<file path="src/rtl/uart_tx_pkt_arbiter.sv">
// uart_tx_pkt_arbiter
//
// Shares one UART transmitter between two byte requesters. Each accepted byte
// goes out as a two-byte packet: HEADER_BYTE, then the payload. Requesters are
// served round-robin. A watchdog aborts a packet whose tx_done edge never
// arrives, so the transmitter cannot be locked up.
//
// Ports:
//   i_clk, i_rst           clock; synchronous active-high reset
//   i_reqN_valid/_byte     requester N offers a byte (held until accepted)
//   o_reqN_ready           requester N byte taken this cycle (combinational)
//   o_tx_dv, o_tx_byte     start pulse and byte to the UART TX
//   i_tx_active, i_tx_done UART TX busy / byte complete
//   o_busy                 packet in flight
//   o_grant                requester owning the current or last packet
//   o_timeout              one-cycle pulse when the watchdog drops a packet
module uart_tx_pkt_arbiter #(
  parameter logic [7:0]  HEADER_BYTE    = 8'hAA,
  parameter int unsigned TIMEOUT_CYCLES = 32'd100_000
) (
  input  logic       i_clk,
  input  logic       i_rst,
  input  logic       i_req0_valid,
  input  logic [7:0] i_req0_byte,
  output logic       o_req0_ready,
  input  logic       i_req1_valid,
  input  logic [7:0] i_req1_byte,
  output logic       o_req1_ready,
  output logic       o_tx_dv,
  output logic [7:0] o_tx_byte,
  input  logic       i_tx_active,
  input  logic       i_tx_done,
  output logic       o_busy,
  output logic       o_grant,
  output logic       o_timeout
);

  localparam logic [31:0] WdogLast = 32'(TIMEOUT_CYCLES - 1);

  typedef enum logic [1:0] {
    StIdle,
    StWaitHdr,
    StSendData,
    StWaitData
  } state_e;

  state_e      state_q, state_d;
  logic        rr_pri_q, rr_pri_d;
  logic        prev_done_q;
  logic [31:0] wdog_q, wdog_d;
  logic [7:0]  payload_q, payload_d;
  logic [7:0]  tx_byte_q, tx_byte_d;
  logic        tx_dv_q, tx_dv_d;
  logic        grant_q, grant_d;
  logic        timeout_q, timeout_d;

  logic sel;
  logic can_accept;
  logic accept;
  logic done_edge;
  logic wdog_expired;

  // Lone requester wins outright; a tie goes to the round-robin pointer.
  always_comb begin
    if (i_req0_valid && i_req1_valid) begin
      sel = rr_pri_q;
    end else begin
      sel = i_req1_valid;
    end
  end

  assign can_accept   = (state_q == StIdle) && !i_tx_active && !i_rst;
  assign o_req0_ready = can_accept && !sel && i_req0_valid;
  assign o_req1_ready = can_accept && sel && i_req1_valid;
  assign accept       = o_req0_ready || o_req1_ready;

  // A done level left high from the previous byte must not count again.
  assign done_edge    = i_tx_done && !prev_done_q;
  assign wdog_expired = (wdog_q == WdogLast);

  always_comb begin
    state_d   = state_q;
    rr_pri_d  = rr_pri_q;
    payload_d = payload_q;
    tx_byte_d = tx_byte_q;
    tx_dv_d   = 1'b0;
    grant_d   = grant_q;
    timeout_d = 1'b0;

    unique case (state_q)
      StIdle: begin
        if (accept) begin
          payload_d = sel ? i_req1_byte : i_req0_byte;
          grant_d   = sel;
          rr_pri_d  = ~sel;
          tx_dv_d   = 1'b1;
          tx_byte_d = HEADER_BYTE;
          state_d   = StWaitHdr;
        end
      end
      StWaitHdr: begin
        if (done_edge) begin
          state_d = StSendData;
        end else if (wdog_expired) begin
          timeout_d = 1'b1;
          state_d   = StIdle;
        end
      end
      StSendData: begin
        if (!i_tx_active) begin
          tx_dv_d   = 1'b1;
          tx_byte_d = payload_q;
          state_d   = StWaitData;
        end
      end
      StWaitData: begin
        if (done_edge) begin
          state_d = StIdle;
        end else if (wdog_expired) begin
          timeout_d = 1'b1;
          state_d   = StIdle;
        end
      end
    endcase
  end

  // Watchdog restarts on every state change and only runs while waiting for done.
  always_comb begin
    if (state_d != state_q) begin
      wdog_d = '0;
    end else if ((state_q == StWaitHdr) || (state_q == StWaitData)) begin
      wdog_d = wdog_q + 32'd1;
    end else begin
      wdog_d = '0;
    end
  end

  always_ff @(posedge i_clk) begin
    if (i_rst) begin
      state_q     <= StIdle;
      rr_pri_q    <= 1'b0;
      prev_done_q <= 1'b0;
      wdog_q      <= '0;
      payload_q   <= 8'h00;
      tx_byte_q   <= 8'h00;
      tx_dv_q     <= 1'b0;
      grant_q     <= 1'b0;
      timeout_q   <= 1'b0;
    end else begin
      state_q     <= state_d;
      rr_pri_q    <= rr_pri_d;
      prev_done_q <= i_tx_done;
      wdog_q      <= wdog_d;
      payload_q   <= payload_d;
      tx_byte_q   <= tx_byte_d;
      tx_dv_q     <= tx_dv_d;
      grant_q     <= grant_d;
      timeout_q   <= timeout_d;
    end
  end

  // Gate the start pulse so the UART never sees a start while reset is applied.
  assign o_tx_dv   = tx_dv_q && !i_rst;
  assign o_tx_byte = tx_byte_q;
  assign o_busy    = (state_q != StIdle);
  assign o_grant   = grant_q;
  assign o_timeout = timeout_q;

endmodule

</file>
<file path="config.mk">
export PLATFORM = sky130hd
export DESIGN_NAME = uart_tx_pkt_arbiter
export DESIGN_NICKNAME = d
export VERILOG_FILES = /design/src/rtl/uart_tx_pkt_arbiter.sv
export SDC_FILE = /design/constraint.sdc
export NUM_CORES = 1
export LEC_CHECK = 0
export CORE_ASPECT_RATIO = 0.5
export CORE_MARGIN = 2
export CORE_UTILIZATION = 45
export CTS_CLUSTER_DIAMETER = 200
export DETAILED_ROUTE_END_ITERATION = 16
export HOLD_SLACK_MARGIN = 0.1
export PLACE_DENSITY_LB_ADDON = 0.12
export REMOVE_ABC_BUFFERS = 1
export SLEW_MARGIN = 20
export SYNTH_ARGS = -nofsm -noshare
export SYNTH_HDL_FRONTEND = slang
export SYNTH_SLANG_ARGS = --single-unit
</file>
<file path="constraint.sdc">
create_clock -name i_clk -period 2.84 [get_ports i_clk]
set_input_delay 0.284 -clock i_clk [delete_from_list [all_inputs] [get_ports i_clk]]
set_output_delay 0.284 -clock i_clk [all_outputs]
set_load 0.03 [all_outputs]
</file>
==> impl_metrics.toml <==
[routing]
viasPerCell = 5.22
post_drt_wl_per_cell_um = 12.7
drt_wl_total_um = 4950
first_pass_iters = 4
ant_nets = 0
drc = 0
drtIter0Drc = 71
vias = 2029

[floorplanning]
die_height_um = 56.1
die_w_um = 108
rows = 18
io_pins = 36
dieArea_um2 = 6060
start_util = 0.481
coreArea_um2 = 5070

[synthesis]
synth_top_area_frac = 0.452
synth_common_cells = "nor2_1 (57), dfxtp_1 (55), xnor2_1 (22), nand2_1 (19), nand3_1 (15)"
postSynthCellCount = 286
synth.cell_area_um2 = 2440
ys_types = 37
synth-async-reset-ratio = 0
avgSynthCellArea_um2 = 8.53
synth-seq-cells = 55
yosysWarnings = 0
synth_ff_type = "dfxtp_1"
synth-edff-count = 0
ys_seq_area_frac = 0.452
synth_area_leaders = "dfxtp_1 (45%), nor2_1 (8.8%), xnor2_1 (7.9%), mux2i_1 (3.3%), nand3_1 (3.1%)"
synth_most_common_cell = "nor2_1"
synth_area_leader_cell = "dfxtp_1"

[clocking]
insertion_delay_ns = 0.31
clock_sinks = 55
cts_hold_buf = 0
clockRootBuffer = "clkbuf_8"
cts_made_buffers = 5
cts_repair_resize_count = 0
htreeDepth = 2
cts_tree = "done"
post_cts_buffers = 0
path_clk_slew_ns = 0.10
cts_buffer_depth = 2

[global_routing]
grt_use_total = 0.176
grt_max_degree = 33
grt_pass1_wl_um = 8630
globalRoute.totalOverflow = 0
grt_pass1_vias = 1992
antenna_found_initial = 0

[sta]
finalSetupViolCount = 0
worstMarginPinSlew_ns = 0.580
maxSlewHeadroom = 0.612
fin_skew_ns = 0.00732
whs_ns = 0.457
rsz0062_at_grt = "no"
layout_min_cycle_time_ns = 2.33
worst_slack_ns = 0.512
hold_violations = 0
maxSlewViolCount = 0
post-route-period-util = 0.820
timing.fmax_mhz = 430
fin_tns_setup_ns = 0

[run]
cap_viol_max_count = 0

[worst_setup_path]
startpoint_type = "flip-flop"
crit_chain = "nor2_1 > nand2_1 > nor2_1 > and2_1 > clkdlybuf4s50_1"
crit_family = "simple AND/OR/NAND/NOR gates"
critical_path_class = "reg2out"
cp.required_ns = 2.56
worstPathArrival_ns = 2.04
cp_num_buf_inv = 1
cp_slowest_stage_delay_ns = 0.66
setup.worst_path.end_class = "primary output"
cpMaxStageDelayCell = "clkdlybuf4s50_1"
path_common_cell = "nor2_1"
cp_max_fo = 7

[layout]
final_util = 0.581
nNetsFinal = 341
syn_to_final_growth_pct = 20.8
drive_gt1_frac = 0.0627
diodes = 0

[power_and_ir_drop]
ir_drop_mv = 0.238
p_leak_nw = 0.956
power.density_nw_per_um2 = 495
p_total_mw = 1.46

[placed_design]
place_hpwl_um = 3400
pre_cts_slack_ns = 0.555
gp_congestion = 0.788
io_buffers = 35

[outcome]
status = "completed"

[hold_path]
hp-class = "reg2reg"
[layout by cell type (no fill, tap or decap), types with 2 or more instances in the layout]
cell type	synthesis	routed
mux2i_1	8	8
and2_1	2	2
or2_2	2	2
nand4_1	8	8
nor4_1	7	7
clkdlybuf4s50_1	0	35
clkbuf_8	0	5
nor2b_1	3	3
a211oi_1	8	8
a311oi_1	5	5
nand3_1	15	15
nor2_1	57	57
buf_4	0	5
a21oi_1	5	5
xnor2_1	22	22
xor2_1	8	8
nand2_1	19	19
and4_1	3	3
and3_1	2	2
inv_1	13	13
nor3_1	14	14
dfxtp_1	55	55
o21ai_1	1	2
[final cells by class]
| class | instances | area (µm²) |
|---|---|---|
| Sequential cell | 55 | 1100 |
| Multi-Input combinational cell | 203 | 1210 |
| Fill cell | 448 | 2120 |
| Clock buffer | 5 | 68.8 |
| Timing Repair Buffer | 40 | 388 |
| Tap cell | 70 | 87.6 |
| Clock inverter | 3 | 43.8 |
| Inverter | 13 | 48.8 |
[where the power goes]
| part | switching [mW] | internal [mW] |
|---|---|---|
| combinational | 0.0714 | 0.0690 |
| clock | 0.254 | 0.263 |
| sequential | 0.0116 | 0.789 |
[path summary, 6_finish.rpt]
check / end / start / slack [ns] / cells after the start
worst max-delay path: o_req0_ready / state_q[0] / 0.51 / 5
worst min-delay path: o_tx_byte[4] / o_tx_byte[4] / 0.46 / 2
worst max register to register: wdog_q[10] / wdog_q[26] / 0.62 / 6
worst min register to register: o_tx_byte[4] / o_tx_byte[4] / 0.46 / 2
[flip-flops by register name, summed over array words and instances, names as in the netlist]
| name | count |
|---|---|
| wdog_q | 32 |
| o_tx_byte | 8 |
| payload_q | 8 |
| state_q | 2 |
| o_grant | 1 |
| o_timeout | 1 |
| prev_done_q | 1 |
| rr_pri_q | 1 |
| tx_dv_q | 1 |
[tightest hold or removal path: cells and delay by family, from the launching register on]
kind | cells | cell delay [ns]
DFF | 1 | 0.32
AOI/OAI and AO/OA | 1 | 0.05
and+or+nand+nor | 1 | 0.05
[kinds of logic (layout without fill, tap and decap cells)]
logic type               count (synthesis)  count (layout)  synth area share
adder cells (fa/ha/maj)                  1               1           0.00513
AO/OA/AOI/OAI                           26              26            0.0816
AND/OR/NAND/NOR                        138             138             0.268
multiplexers                             8               8            0.0328
flip-flops                              55              55             0.452
buffers and inverters                   28              61            0.0534
XOR/XNOR                                30              30             0.108
[per-stage QoR]
| stage | instances | area [µm²] |
|---|---|---|
| global placement | 381 | 2830 |
| finish | 389 | 2950 |
| detailed placement | 381 | 2830 |
| CTS | 389 | 2950 |
| global route | 389 | 2950 |
| floorplan | 271 | 2360 |
[layer usage]
| metal | track usage | part of all wire |
|---|---|---|
| met5 | 0 | 0 |
| met4 | 0.0385 | 0.0038 |
| met3 | 0.0515 | 0.054 |
| met2 | 0.306 | 0.46 |
| met1 | 0.215 | 0.48 |
(Power assumes the default switching activity.)
